**src/rtl/spi_pkg.sv**
```systemverilog
// ---------------------------------------------------------------------------
// spi_pkg
// Shared definitions for the SPI slave front end and its wrapper:
//   - default frame / read-word widths
//   - opcode values carried in frame bits [9:8]
//   - FSM state encoding
// ---------------------------------------------------------------------------
package spi_pkg;

  localparam int SPI_INPUT_SIZE = 10;
  localparam int SPI_WORD_SIZE  = 8;

  // Opcodes in rx_data[9:8]. The front end passes them through untouched;
  // only bit 9 (read vs write) influences its own control path.
  localparam logic [1:0] OP_WR_ADDR = 2'b00;
  localparam logic [1:0] OP_WR_DATA = 2'b01;
  localparam logic [1:0] OP_RD_ADDR = 2'b10;
  localparam logic [1:0] OP_RD_DATA = 2'b11;

  typedef enum logic [2:0] {
    IDLE      = 3'd0,
    CHK_CMD   = 3'd1,
    WRITE     = 3'd2,
    READ_ADD  = 3'd3,
    READ_DATA = 3'd4
  } state_t;

endpackage

```
**src/rtl/spi_slave_frontend_if.sv**
```systemverilog
// ---------------------------------------------------------------------------
// spi_slave_frontend_if
// Serial pins plus the RAM-side parallel handshake of the SPI front end.
//   SS_n, MOSI, MISO   : SPI pins (slave select active low)
//   rx_data, rx_valid  : assembled frame and its one-cycle strobe
//   tx_data, tx_valid  : read data returned by the RAM
// Modports:
//   slave  : the front end's view
//   master : the SPI master / RAM model view
// ---------------------------------------------------------------------------
interface spi_slave_frontend_if
  import spi_pkg::*;
#(
  parameter int INPUT_SIZE = SPI_INPUT_SIZE,
  parameter int WORD_SIZE  = SPI_WORD_SIZE
);

  logic                  SS_n;
  logic                  MOSI;
  logic                  MISO;
  logic [INPUT_SIZE-1:0] rx_data;
  logic                  rx_valid;
  logic [WORD_SIZE-1:0]  tx_data;
  logic                  tx_valid;

  modport slave (
    input  SS_n,
    input  MOSI,
    input  tx_data,
    input  tx_valid,
    output MISO,
    output rx_data,
    output rx_valid
  );

  modport master (
    output SS_n,
    output MOSI,
    output tx_data,
    output tx_valid,
    input  MISO,
    input  rx_data,
    input  rx_valid
  );

endinterface

```
**src/rtl/spi_shift_reg.sv**
```systemverilog
// ---------------------------------------------------------------------------
// spi_shift_reg
// Serial-in/parallel-out receive register with a saturating bit counter,
// plus a parallel-in/serial-out transmit register (MSB first).
// Ports:
//   clk, rst_n   : clock, synchronous active-low reset
//   clr          : synchronous clear of both halves (frame abort / idle)
//   rx_shift_en  : shift rx_bit in on this edge (ignored once full)
//   rx_bit       : serial input
//   rx_word      : receive shift register contents
//   rx_done      : IN_W bits have been captured
//   tx_load      : load tx_word; first bit appears on the following edge
//   tx_word      : parallel transmit data
//   tx_last      : the current edge shifts out the final bit
//   sout         : registered serial output, 0 when not transmitting
// ---------------------------------------------------------------------------
module spi_shift_reg #(
  parameter int IN_W  = 10,
  parameter int OUT_W = 8,
  parameter int CNT_W = 4   // 2**CNT_W must exceed IN_W
) (
  input  logic             clk,
  input  logic             rst_n,
  input  logic             clr,
  input  logic             rx_shift_en,
  input  logic             rx_bit,
  output logic [IN_W-1:0]  rx_word,
  output logic             rx_done,
  input  logic             tx_load,
  input  logic [OUT_W-1:0] tx_word,
  output logic             tx_last,
  output logic             sout
);

  localparam int               TX_CNT_W = $clog2(OUT_W + 1);
  localparam logic [CNT_W-1:0] RX_FULL  = CNT_W'(IN_W);

  logic [IN_W-1:0]     rx_sh_reg;
  logic [IN_W-1:0]     rx_sh_next;
  logic [CNT_W-1:0]    rx_cnt_reg;
  logic [OUT_W-1:0]    tx_sh_reg;
  logic [OUT_W-1:0]    tx_sh_next;
  logic [TX_CNT_W-1:0] tx_cnt_reg;
  logic                sout_reg;

  genvar gi;

  // Receive: shift towards the MSB, new bit enters at bit 0.
  assign rx_sh_next[0] = rx_bit;
  for (gi = 1; gi < IN_W; gi++) begin : g_rx_shift
    assign rx_sh_next[gi] = rx_sh_reg[gi-1];
  end

  // Transmit: MSB leaves first, zeros fill from the bottom.
  assign tx_sh_next[0] = 1'b0;
  for (gi = 1; gi < OUT_W; gi++) begin : g_tx_shift
    assign tx_sh_next[gi] = tx_sh_reg[gi-1];
  end

  assign rx_done = (rx_cnt_reg == RX_FULL);
  assign tx_last = (tx_cnt_reg == TX_CNT_W'(1));
  assign rx_word = rx_sh_reg;
  assign sout    = sout_reg;

  always_ff @(posedge clk) begin
    if (!rst_n || clr) begin
      rx_sh_reg  <= '0;
      rx_cnt_reg <= '0;
      tx_sh_reg  <= '0;
      tx_cnt_reg <= '0;
      sout_reg   <= 1'b0;
    end else begin
      // Counter stops at IN_W so a long-held select never wraps a frame.
      if (rx_shift_en && !rx_done) begin
        rx_sh_reg  <= rx_sh_next;
        rx_cnt_reg <= rx_cnt_reg + CNT_W'(1);
      end

      if (tx_load) begin
        tx_sh_reg  <= tx_word;
        tx_cnt_reg <= TX_CNT_W'(OUT_W);
        sout_reg   <= 1'b0;
      end else if (tx_cnt_reg != '0) begin
        sout_reg   <= tx_sh_reg[OUT_W-1];
        tx_sh_reg  <= tx_sh_next;
        tx_cnt_reg <= tx_cnt_reg - TX_CNT_W'(1);
      end else begin
        sout_reg   <= 1'b0;
      end
    end
  end

endmodule

```
**src/rtl/spi_slave_frontend.sv**
```systemverilog
// ---------------------------------------------------------------------------
// spi_slave_frontend
// SPI slave front end feeding the single-port command RAM. Deserialises
// INPUT_SIZE-bit MOSI frames into rx_data with a one-cycle rx_valid strobe;
// for read-data frames it waits for tx_valid, captures tx_data and shifts
// it out on MISO, MSB first.
// Ports:
//   clk    : SPI serial clock, all logic on posedge
//   rst_n  : synchronous active-low reset (dominates SS_n)
//   bus    : spi_slave_frontend_if.slave (SS_n, MOSI, MISO, rx_data,
//            rx_valid, tx_data, tx_valid)
// ---------------------------------------------------------------------------
module spi_slave_frontend
  import spi_pkg::*;
#(
  parameter int INPUT_SIZE = SPI_INPUT_SIZE,
  parameter int WORD_SIZE  = SPI_WORD_SIZE,
  parameter int CNT_W      = 4
) (
  input  logic                clk,
  input  logic                rst_n,
  spi_slave_frontend_if.slave bus
);

  state_t state_reg;
  state_t state_next;

  logic [INPUT_SIZE-1:0] rx_data_reg;
  logic                  rx_valid_reg;
  logic                  rd_addr_seen_reg;
  logic                  delivered_reg;   // this frame's rx_valid already issued
  logic                  tx_started_reg;  // read data already captured this frame

  logic                  clr;
  logic                  rx_shift_en;
  logic                  deliver;
  logic                  tx_load;
  logic [INPUT_SIZE-1:0] rx_word;
  logic                  rx_done;
  logic                  tx_last;
  logic                  sout;

  spi_shift_reg #(
    .IN_W  (INPUT_SIZE),
    .OUT_W (WORD_SIZE),
    .CNT_W (CNT_W)
  ) u_shift (
    .clk         (clk),
    .rst_n       (rst_n),
    .clr         (clr),
    .rx_shift_en (rx_shift_en),
    .rx_bit      (bus.MOSI),
    .rx_word     (rx_word),
    .rx_done     (rx_done),
    .tx_load     (tx_load),
    .tx_word     (bus.tx_data),
    .tx_last     (tx_last),
    .sout        (sout)
  );

  always_comb begin
    state_next  = state_reg;
    clr         = 1'b0;
    rx_shift_en = 1'b0;
    deliver     = 1'b0;
    tx_load     = 1'b0;

    if (bus.SS_n) begin
      // Deselect aborts everything, partial frames are dropped.
      state_next = IDLE;
      clr        = 1'b1;
    end else begin
      case (state_reg)
        IDLE: begin
          // The select edge itself carries no data bit.
          clr        = 1'b1;
          state_next = CHK_CMD;
        end
        CHK_CMD: begin
          // Bit 9 is captured here and also picks the path.
          rx_shift_en = 1'b1;
          if (!bus.MOSI)            state_next = WRITE;
          else if (rd_addr_seen_reg) state_next = READ_DATA;
          else                       state_next = READ_ADD;
        end
        WRITE, READ_ADD: begin
          rx_shift_en = !rx_done;
          deliver     = rx_done && !delivered_reg;
        end
        READ_DATA: begin
          rx_shift_en = !rx_done;
          deliver     = rx_done && !delivered_reg;
          // Only a tx_valid seen after the strobe went out is accepted.
          tx_load     = delivered_reg && !tx_started_reg && bus.tx_valid;
        end
        default: begin
          state_next = IDLE;
        end
      endcase
    end
  end

  always_ff @(posedge clk) begin
    if (!rst_n) begin
      state_reg        <= IDLE;
      rx_data_reg      <= '0;
      rx_valid_reg     <= 1'b0;
      rd_addr_seen_reg <= 1'b0;
      delivered_reg    <= 1'b0;
      tx_started_reg   <= 1'b0;
    end else begin
      state_reg    <= state_next;
      rx_valid_reg <= deliver;
      if (deliver) begin
        rx_data_reg <= rx_word;
      end

      if (clr) begin
        delivered_reg  <= 1'b0;
        tx_started_reg <= 1'b0;
      end else begin
        if (deliver) delivered_reg  <= 1'b1;
        if (tx_load) tx_started_reg <= 1'b1;
      end

      // An aborted transfer leaves the flag alone.
      if (deliver && (state_reg == READ_ADD)) begin
        rd_addr_seen_reg <= 1'b1;
      end else if (tx_last && !clr) begin
        rd_addr_seen_reg <= 1'b0;
      end
    end
  end

  assign bus.rx_data  = rx_data_reg;
  assign bus.rx_valid = rx_valid_reg;
  assign bus.MISO     = sout;

endmodule
```
**src/flat_wrapper.sv**
```systemverilog
// flat-port wrapper written by rule: the top's interface ports become plain ports
module spi_slave_frontend_flat import spi_pkg::*;
#(
  parameter int INPUT_SIZE = SPI_INPUT_SIZE,
  parameter int WORD_SIZE  = SPI_WORD_SIZE,
  parameter int CNT_W      = 4
)
  (clk, rst_n, bus_SS_n, bus_MOSI, bus_tx_data, bus_tx_valid, bus_MISO, bus_rx_data, bus_rx_valid);
  spi_slave_frontend_if #(.INPUT_SIZE(INPUT_SIZE), .WORD_SIZE(WORD_SIZE)) bus_i ();
  input  logic clk;
  input  logic rst_n;
  input wire logic [$bits(bus_i.SS_n)-1:0] bus_SS_n;
  input wire logic [$bits(bus_i.MOSI)-1:0] bus_MOSI;
  input wire logic [$bits(bus_i.tx_data)-1:0] bus_tx_data;
  input wire logic [$bits(bus_i.tx_valid)-1:0] bus_tx_valid;
  output wire logic [$bits(bus_i.MISO)-1:0] bus_MISO;
  output wire logic [$bits(bus_i.rx_data)-1:0] bus_rx_data;
  output wire logic [$bits(bus_i.rx_valid)-1:0] bus_rx_valid;
  assign bus_i.SS_n = bus_SS_n;
  assign bus_i.MOSI = bus_MOSI;
  assign bus_i.tx_data = bus_tx_data;
  assign bus_i.tx_valid = bus_tx_valid;
  assign bus_MISO = bus_i.MISO;
  assign bus_rx_data = bus_i.rx_data;
  assign bus_rx_valid = bus_i.rx_valid;
  spi_slave_frontend #(.INPUT_SIZE(INPUT_SIZE), .WORD_SIZE(WORD_SIZE), .CNT_W(CNT_W)) u_core (.clk(clk), .rst_n(rst_n), .bus(bus_i));
endmodule
```
**config.mk**
```make
export PLATFORM = sky130hd
export DESIGN_NAME = spi_slave_frontend_flat
export DESIGN_NICKNAME = d
export VERILOG_FILES = /design/src/rtl/spi_pkg.sv /design/src/rtl/spi_slave_frontend_if.sv /design/src/rtl/spi_shift_reg.sv /design/src/rtl/spi_slave_frontend.sv /design/src/flat_wrapper.sv
export SDC_FILE = /design/constraint.sdc
export NUM_CORES = 1
export LEC_CHECK = 0
export CORE_ASPECT_RATIO = 1.4
export CORE_MARGIN = 4
export CORE_UTILIZATION = 55
export DETAILED_ROUTE_END_ITERATION = 8
export PLACE_DENSITY = 0.8
export SYNTH_ARGS = -nofsm -noshare
export SYNTH_HDL_FRONTEND = slang
export SYNTH_SLANG_ARGS = --single-unit
```
**constraint.sdc**
```tcl
create_clock -name clk -period 2.8 [get_ports clk]
set_input_delay 0.56 -clock clk [delete_from_list [all_inputs] [get_ports clk]]
set_output_delay 0.56 -clock clk [all_outputs]
set_load 0.05 [all_outputs]
```
==> impl_metrics.toml, run 1 <==
[logic_synthesis]
syn-num-nets = 237
ys.flop_type = "dfxtp_1"
synth_top_cell_area_share = 0.477
synth_area_leaders = "dfxtp_1 48%, nand2_1 7.3%, o21ai_0 7.3%"
syn_inst = 219
synthDistinctLibCells = 35
yosysWarnings = 0
synthArstFlopShare = 0
postSynthRegisterBits = 44
synth_top_cell_by_area = "dfxtp_1"
synthTopCellsByCount = "44 x dfxtp_1, 36 x nand2_1, 27 x o21ai_0"
yosysSeqAreaShare = 0.477
syn-mean-instance-area_um2 = 8.44
synth_edf_count = 0
post-synth-top-count-cell = "dfxtp_1"
synth_area_um2 = 1850

[setup_path]
crit_fanout = 19
regToRegStartpoint = "u_core.u_shift.rx_cnt_reg[0]$_SDFFE_PP0P_"
r2r_slack_ns = 1.10
crit_start = "bus_SS_n"
cp_data_arrival_time_ns = 2.23
path_class = "primary input to register"
crit_path_start_kind = "primary input"
cp.required_ns = 3.03
crit_path_end_kind = "register"

[power_and_ir_drop]
power.total_mw = 1.19
pwr-share-comb = 0.045
peakVddDrop_mv = 0.400
p_sw_mw = 0.244
pwr-share-seq = 0.531
power.share.clock = 0.425
p_int_mw = 0.944
p_per_area_nw_per_um2 = 536
power.leakage_nw = 0.739
p_sw_frac = 0.205

[global_routing]
use_met2 = 0.275
grt_pass1_vias = 1386
grt_overflow_total = 0
grt_max_degree = 23
use_met1 = 0.197
grt_pass1_wl_um = 5870
met3_usage = 0.0492
antenna_found_initial = 0
track_usage = 0.167
top_usage_layer = "met2"

[detailed_routing]
ant_nets = 0
drt-total-wl_um = 3360
dr.first_iter.drc_count = 32
route.detailed.drc = 0
detail_route.wl_per_cell_um = 11.9
via_per_inst = 5.27
dr.pass1.iters = 4
vias = 1482

[clocking]
cts_root_buffer = "clkbuf_8"
path_clk_slew_ns = 0.08
cts_tree = "done"
clock_latency_ns = 0.29
post-cts-setup-buffer-count = 0
post_cts_resized = 0
cts.path.max_buffers = 2
ctsHoldBuffers = 0
cts_inserted_buffers = 5
htreeDepth = 2
clock_sinks = 44

[floorplan]
die_area_um2 = 4360
coreArea_um2 = 3180
initial_core_util = 0.581
rows = 24
io_pins = 25
die_w_um = 57.0
fp.dieH_um = 76.6

[sta]
rsz0062_at_grt = "no"
fin_crit_ns = 2.01
tightest_slew_ns = 0.505
clock_skew_ns = 0.00223
tns_ns = 0
fin_crit_sh = 0.717
timing.slew.headroom = 0.662
slew_violations = 0
finalSetupViolations = 0
timing.fmax_mhz = 498
final-hold-violation-count = 0
setup_ws_ns = 0.794
holdWs_ns = 0.467

[layout]
final_nets = 259
instances_no_fill = 281
diodes = 0
design_area_um2 = 2220
syn2layout_area_growth_pct = 20.0
nFillCells = 277
drive_gt1_frac = 0.0702
utilization = 0.697

[placement]
hpwl_um = 2350
gp_congestion = 0.830
place_ws_ns = 0.482
dp.cells = 273
place_area_um2 = 2100
portBuffers = 24

[min_path]
min_from = "u_core.u_shift.rx_word[9]$_SDFFE_PP0P_"
hold_path.class = "register to register"

[flow_run]
cap_violations = 0

[status]
outcome = "complete, no violations"
==> power by group through the flow <==
stage / logic, mW / clock network (mW) / registers (mW)
after floorplan: 0.0312 / 0 / 0.644
after global placement: 0.0529 / 0 / 0.645
after detailed placement: 0.0529 / 0 / 0.645
after CTS: 0.0533 / 0.515 / 0.630
after global routing: 0.0585 / 0.547 / 0.631
final: 0.0532 / 0.505 / 0.631
==> layout by cell type, fill, tap and decap left out, drive strengths merged <==
cell           count
nor4b              1
o21ai             27
mux2i              1
a2111oi            1
or2                1
clkbuf             6
a32oi              1
nand2b             2
bufinv             1
or3                2
a211o              1
nand4b             2
a211oi             3
ha                 5
nand3             21
nor3               7
a31oi              6
nand4              2
nor2b              1
inv               10
nor2              11
nor3b              2
and2               2
xnor2              4
clkinv             1
clkdlybuf4s50     24
a21oi              8
o21a               1
and3b              1
nand2             36
o211ai             1
dfxtp             44
buf                5
nor4               1
==> metal layers <==
metal	part of all wire	wire (µm)	vias to the layer above
met3	0.046	154	4
li1	-	-	795
met5	0	0	-
met1	0.47	1580	656
met4	0.014	48	0
met2	0.47	1570	27
==> critical path: stages <==
cell             delay (ns)
clkdlybuf4s50_1        0.53
nor4b_2                0.29
nand4_2                0.40
or2_0                  0.34
a21oi_1                0.11
==> path summary, 6_finish.rpt <==
kind	endpoint	cells past startpoint
min	u_core.u_shift.rx_word[9]$_SDFFE_PP0P_	2
min reg2reg	u_core.u_shift.rx_word[9]$_SDFFE_PP0P_	2
max reg2reg	u_core.u_shift.rx_word[8]$_SDFFE_PP0P_	7
max	u_core.u_shift.tx_sh_reg[0]$_SDFFE_PP0P_	5
==> final cells by class <==
type	count	area (µm²)	share of cell area
Sequential cell	44	881	0.397
Multi-Input combinational cell	151	852	0.384
Timing Repair Buffer	29	278	0.125
Clock buffer	6	82.6	0.0372
Tap cell	39	48.8	0.0220
Clock inverter	2	38.8	0.0175
Inverter	10	37.5	0.0169
==> kinds of logic after synthesis <==
| logic type | share of synthesized area |
|---|---|
| AO/OA/AOI/OAI | 0.150 |
| XOR/XNOR | 0.0190 |
| adder cells (fa/ha/maj) | 0.0339 |
| buffers and inverters | 0.0623 |
| flip-flops | 0.477 |
| multiplexers | 0.00542 |
| AND/OR/NAND/NOR | 0.253 |
Note: power is estimated with default switching activity, not from simulation.
==> inputs of run 2 (changes only) <==
--- a/config.mk
+++ b/config.mk
@@ -7,9 +7,9 @@
 export LEC_CHECK = 0
 export CORE_ASPECT_RATIO = 1.4
 export CORE_MARGIN = 4
-export CORE_UTILIZATION = 55
+export CORE_UTILIZATION = 53
 export DETAILED_ROUTE_END_ITERATION = 8
-export PLACE_DENSITY = 0.8
+export PLACE_DENSITY = 0.77
 export SYNTH_ARGS = -nofsm -noshare
 export SYNTH_HDL_FRONTEND = slang
 export SYNTH_SLANG_ARGS = --single-unit
==> constraint.sdc (replaced) <==
create_clock -name clk -period 2 [get_ports clk]
set_input_delay 0.4 -clock clk [delete_from_list [all_inputs] [get_ports clk]]
set_output_delay 0.4 -clock clk [all_outputs]
set_load 0.05 [all_outputs]
==> run 2 against run 1 <==
Global-route usage up 0.61 points. Sequential power up 40%. Flip-flop and latch count unchanged. Die area up 3.3%. Critical path depth down 4. Clock power up 12%. Core utilization down 3.9 points. Via count up 6.6%. Clock skew up 0.0027 ns. Largest power group unchanged.
==> impl_metrics.toml, run 2 (synthesis results as in run 1) <==
[global_routing]
grt_pass1_vias = 1489
antenna_found_initial = 0
grt_overflow_total = 0
grt_pass1_wl_um = 6150
track_usage = 0.173
grt_max_degree = 23

[setup_path]
cp.required_ns = 1.60
crit_path_start_kind = "register"
cp_data_arrival_time_ns = 1.43
path_class = "register to primary output"
crit_start = "u_core.bus.rx_data[6]$_SDFFE_PN0P_"
crit_family = "buffers and inverters"
cp_slowest_cell = "clkdlybuf4s50_1"
cp_cell_sequence = "clkdlybuf4s50_1"
max_stage_delay_ns = 0.80
crit_fanout = 2
regToRegStartpoint = "u_core.u_shift.rx_cnt_reg[0]$_SDFFE_PP0P_"
critical_path_buf_inv_count = 1
crit_path_end_kind = "primary output"

[floorplan]
fp.dieH_um = 77.9
io_pins = 25
die_area_um2 = 4510
die_w_um = 57.9
initial_core_util = 0.547
rows = 25
coreArea_um2 = 3380

[placement]
hpwl_um = 2330
gp_congestion = 0.781
portBuffers = 24

[layout]
layout_common_cells = "44 x dfxtp_1, 36 x nand2_1, 27 x o21ai_0"
drive_gt1_frac = 0.0813
syn2layout_area_growth_pct = 20.2
final_common_cell = "dfxtp_1"
diodes = 0
final_nets = 263

[sta]
rsz0062_at_grt = "no"
finalSetupViolations = 0
final-hold-violation-count = 0
fin_crit_ns = 1.83
holdWs_ns = 0.461
timing.slew.headroom = 0.668
clock_skew_ns = 0.00494
tns_ns = 0
fin_crit_sh = 0.914
slew_violations = 0
tightest_slew_ns = 0.496
timing.fmax_mhz = 547

[detailed_routing]
dr.pass1.iters = 4
drt-total-wl_um = 3440
ant_nets = 0
vias = 1580
route.detailed.drc = 0
detail_route.wl_per_cell_um = 12.0
via_per_inst = 5.52
dr.first_iter.drc_count = 45

[clocking]
cts_inserted_buffers = 5
htreeDepth = 2
cts_tree = "done"
cts.path.max_buffers = 2
path_clk_slew_ns = 0.08
clock_latency_ns = 0.29
clock_sinks = 44
post-cts-setup-buffer-count = 0
cts_root_buffer = "clkbuf_8"
post_cts_resized = 0
ctsHoldBuffers = 0

[min_path]
min_from = "u_core.u_shift.rx_word[9]$_SDFFE_PP0P_"
hold_path.class = "register to register"

[power_and_ir_drop]
peakVddDrop_mv = 0.467
p_per_area_nw_per_um2 = 688
power.leakage_nw = 0.741

[flow_run]
cap_violations = 0

[status]
outcome = "complete, no violations"
-- run 2: power by group --
part	total, mW	switching (mW)	leakage (nW)	internal [mW]
Combinational	0.0796	0.0395	0.342	0.0401
Clock	0.566	0.285	0.0445	0.280
Sequential	0.883	0.00547	0.355	0.877
Total	1.53	0.330	0.741	1.20
-- run 2: final cells by class --
| class | instances | area (µm²) |
|---|---|---|
| clock buffers | 7 | 86.3 |
| repair buffers | 33 | 308 |
| inverters | 10 | 37.5 |
| multi-input cells | 151 | 852 |
| clock inverters | 1 | 7.51 |
| well taps | 40 | 50.0 |
| flip-flops and latches | 44 | 881 |
| fillers | 308 | 1160 |
-- run 2: worst paths after layout --
check	end	slack, ns	cells after the start
worst max-delay path	bus_rx_data[6]	0.17	1
worst min-delay path	u_core.u_shift.rx_word[9]$_SDFFE_PP0P_	0.46	2
worst max register to register	u_core.u_shift.rx_cnt_reg[1]$_SDFFE_PP0P_	0.36	7
worst min register to register	u_core.u_shift.rx_word[9]$_SDFFE_PP0P_	0.46	2
-- run 2: per-layer routing --
layer	wire, µm	global-route usage	vias to the layer above
li1	-	-	807
met1	1500	0.195	720
met2	1650	0.290	43
met3	186	0.0416	10
met4	113	0.102	0
met5	0	0	-
-- run 2: worst register-to-register path: cells and delay by family, from the launching register on --
kind                       cells  cell delay [ns]
buffers and inverters          2             0.24
AOI/OAI and AO/OA              1             0.28
DFF                            1             0.41
and+or+nand+nor                3             0.43
adders and majority gates      1             0.18
-- run 2: metrics by stage --
stage	total power [mW]	instances	setup slack (ns)	instance area, µm²	util
final	1.53	286	0.173	2220	0.658
after global routing	1.59	286	0.113	2220	0.658
after CTS	1.55	286	0.157	2220	0.658
after detailed placement	0.982	278	-0.00240	2130	0.630
after global placement	0.982	278	0.0166	2130	0.630
after floorplan	0.945	219	0.488	1850	-
==> inputs of run 3 (changes only) <==
--- a/config.mk
+++ b/config.mk
@@ -7,9 +7,11 @@
 export LEC_CHECK = 0
 export CORE_ASPECT_RATIO = 1.4
 export CORE_MARGIN = 4
-export CORE_UTILIZATION = 53
+export CORE_UTILIZATION = 55
+export CTS_BUF_LIST = sky130_fd_sc_hd__clkbuf_2 sky130_fd_sc_hd__clkbuf_4 sky130_fd_sc_hd__clkbuf_8
 export DETAILED_ROUTE_END_ITERATION = 8
-export PLACE_DENSITY = 0.77
+export PLACE_DENSITY = 0.8
 export SYNTH_ARGS = -nofsm -noshare
 export SYNTH_HDL_FRONTEND = slang
+export SYNTH_HIERARCHICAL = 1
 export SYNTH_SLANG_ARGS = --single-unit
==> run 3 against run 2 <==
Register-to-register slack worse by 0.23 ns. Sequential power about the same. Highest routed layer unchanged. Setup slack worse by 0.044 ns. Sequential share of layout area down 1.9 points. Clock power up 3.7%. Clock skew up 0.0013 ns. Via count down 5.0%. Largest cell class is now multi-input gates. Worst hold slack worse by 0.0026 ns. Power up 1.7%. Core utilization up 3.9 points.
==> impl_metrics.toml, run 3 <==
[sta]
tightest_slew_ns = 0.529
setup_ws_ns = 0.129
slew_violations = 0
fin_crit_sh = 0.936
clock_skew_ns = 0.00624
finalSetupViolations = 0
timing.fmax_mhz = 534
holdWs_ns = 0.458
fin_crit_ns = 1.87
timing.slew.headroom = 0.646
final-hold-violation-count = 0

[floorplan]
rows = 25
coreArea_um2 = 3350
fp.dieH_um = 77.7
die_area_um2 = 4490
io_pins = 25
initial_core_util = 0.570
die_w_um = 57.8

[setup_path]
crit_path_start_kind = "register"
cp_data_arrival_time_ns = 2.10
regToRegStartpoint = "u_core/u_shift/rx_cnt_reg[0]$_SDFFE_PP0P_"
critical_path_buf_inv_count = 3
r2r_slack_ns = 0.13
reg2regPathDepth = 10
cp_cell_sequence = "inv_1, ha_1, nand3b_1, inv_1, nor3b_2, o21ai_1, a21oi_2, and2_4, buf_12, mux2i_2"
cp.required_ns = 2.22
path_class = "register to register"
crit_fanout = 12
rr_endpoint = "u_core/u_shift/rx_word[6]$_SDFFE_PP0P_"
cp.depth = 10
cp_slowest_cell = "dfxtp_1"
critPathMostFrequentCell = "inv_1"
max_stage_delay_ns = 0.33
crit_family = "simple AND/OR/NAND/NOR gates"
crit_path_end_kind = "register"

[clocking]
cts_inserted_buffers = 5
cts_root_buffer = "clkbuf_8"
clock_sinks = 44
clock_latency_ns = 0.29
cts.path.max_buffers = 2
post-cts-setup-buffer-count = 0
htreeDepth = 2
path_clk_slew_ns = 0.08
cts_tree = "done"

[power_and_ir_drop]
p_sw_frac = 0.216
pwr-share-comb = 0.055
power.leakage_nw = 0.797
power.total_mw = 1.55
power.share.clock = 0.377
peakVddDrop_mv = 0.597
p_int_mw = 1.22
p_per_area_nw_per_um2 = 667
p_sw_mw = 0.336
pwr-share-seq = 0.567

[layout]
instances_no_fill = 280
syn2layout_area_growth_pct = 22.1
drive_gt1_frac = 0.117
layout_common_cells = "51 x nand2_1, 44 x dfxtp_1, 24 x clkdlybuf4s50_1"
diodes = 0
final_nets = 256
nFillCells = 273
final_common_cell = "nand2_1"

[detailed_routing]
drt-total-wl_um = 3830
route.detailed.drc = 0
dr.first_iter.drc_count = 39
highest_layer = "met4"
dr.pass1.iters = 4
wl_met3_um = 101
vias = 1501
detail_route.wl_per_cell_um = 13.7
via_per_inst = 5.36
met1Wirelength_um = 1500
wl_met2_um = 2190
ant_nets = 0

[global_routing]
grt_max_degree = 22
grt_overflow_total = 0
grt_pass1_wl_um = 6750
track_usage = 0.193
antenna_found_initial = 0
grt_pass1_vias = 1531

[placement]
dp.cells = 272
place_ws_ns = 0.0250
gp_congestion = 0.798
portBuffers = 24
hpwl_um = 2770

[logic_synthesis]
synth_edf_count = 0
synth_area_leaders = "dfxtp_1 46%, mux2i_1 11%, nand2_1 10%"
synthArstFlopShare = 0
synth_top_family_by_area = "simple AND/OR/NAND/NOR gates"
synth_top_cell_by_area = "dfxtp_1"
synth_top_cell_area_share = 0.461
synthAdderAreaFrac = 0.0262
synth_compound_area_frac = 0.116
syn_inst = 209
syn-mean-instance-area_um2 = 9.14
postSynthRegisterBits = 44
yosysWarnings = 6
synthTopCellsByCount = "51 x nand2_1, 44 x dfxtp_1, 21 x mux2i_1"
yosysSeqAreaShare = 0.461
synthMuxAreaShare = 0.110
synth_area_um2 = 1910
post-synth-top-count-cell = "nand2_1"
syn-num-nets = 226
synth-simple-area-share = 0.227
ys.flop_type = "dfxtp_1"
synthXorXnorAreaFrac = 0.0138
synthDistinctLibCells = 41

[min_path]
hold_path.class = "register to register"
min_to = "u_core/bus.rx_data[3]$_SDFFE_PN0P_"
min_from = "u_core/bus.rx_data[3]$_SDFFE_PN0P_"
min_path_cells = 2

[flow_run]
cap_violations = 0

[status]
outcome = "complete, no violations"
## run 3: cells by family (layout without fill, tap and decap cells)
logic type / after synthesis / in the layout
AO/OA/AOI/OAI: 32 / 32
AND/OR/NAND/NOR: 88 / 88
flip-flops: 44 / 44
adder cells (fa/ha/maj): 4 / 4
XOR/XNOR: 3 / 3
multiplexers: 21 / 21
buffers and inverters: 17 / 48
## run 3: final cells by class
| type | instances | area [µm²] | area share |
|---|---|---|---|
| inverter | 7 | 26.3 | 0.0113 |
| clock buffer | 7 | 90.1 | 0.0386 |
| multi-input combinational | 148 | 957 | 0.410 |
| tap | 40 | 50.0 | 0.0215 |
| timing repair buffer | 33 | 320 | 0.137 |
| clock inverter | 1 | 7.51 | 0.00322 |
| sequential | 44 | 881 | 0.378 |
## run 3: worst register-to-register path, cell delays in order (launching register included)
cell and delay (ns):
dfxtp_1 0.33, inv_1 0.06, ha_1 0.18, nand3b_1 0.10, inv_1 0.11, nor3b_2 0.18, o21ai_1 0.10, a21oi_2 0.22
and2_4 0.19, buf_12 0.14, mux2i_2 0.20
## run 3: through the flow
step / util / area (µm²) / setup TNS (ns)
CTS: 0.693 / 2320 / 0
finish: 0.697 / 2330 / 0
floorplan: - / 1910 / 0
global route: 0.697 / 2330 / -0.0867
detailed placement: 0.664 / 2220 / 0
global placement: 0.664 / 2220 / 0
## run 3: how the worst max path moves through the flow
stage                                               from                                   endpoint
6_report       u_core/u_shift/rx_cnt_reg[0]$_SDFFE_PP0P_     u_core/u_shift/rx_word[6]$_SDFFE_PP0P_
5_1_grt        u_core/u_shift/rx_cnt_reg[0]$_SDFFE_PP0P_  u_core/u_shift/rx_cnt_reg[3]$_SDFFE_PP0P_
4_1_cts        u_core/u_shift/rx_cnt_reg[0]$_SDFFE_PP0P_     u_core/u_shift/rx_word[4]$_SDFFE_PP0P_
3_5_place_dp                                    bus_SS_n   u_core/u_shift/tx_sh_reg[1]$_SDFFE_PP0P_
3_3_place_gp                                    bus_SS_n   u_core/u_shift/tx_sh_reg[3]$_SDFFE_PP0P_
2_1_floorplan  u_core/u_shift/rx_cnt_reg[0]$_SDFFE_PP0P_     u_core/u_shift/rx_word[2]$_SDFFE_PP0P_
## run 3: repair_timing
item | CTS | global route
hold buffers | 0 | 0
endpoints found under the hold margin | 0 | 0
endpoints found under the setup margin | 0 | 11
gates resized for setup | 0 | 4
## run 3: layer usage
layer	vias up	GRT usage
li1	772	-
met1	707	0.208
met2	18	0.351
met3	4	0.0499
met4	0	0.0696
met5	-	0
## run 3: power groups by stage
stage | sequential (mW) | clock, mW | combinational, mW
3_3_place_gp | 0.902 | 0 | 0.0841
5_1_grt | 0.882 | 0.631 | 0.0951
2_1_floorplan | 0.902 | 0 | 0.0402
6_report | 0.881 | 0.587 | 0.0863
3_5_place_dp | 0.902 | 0 | 0.0845
4_1_cts | 0.881 | 0.605 | 0.0852
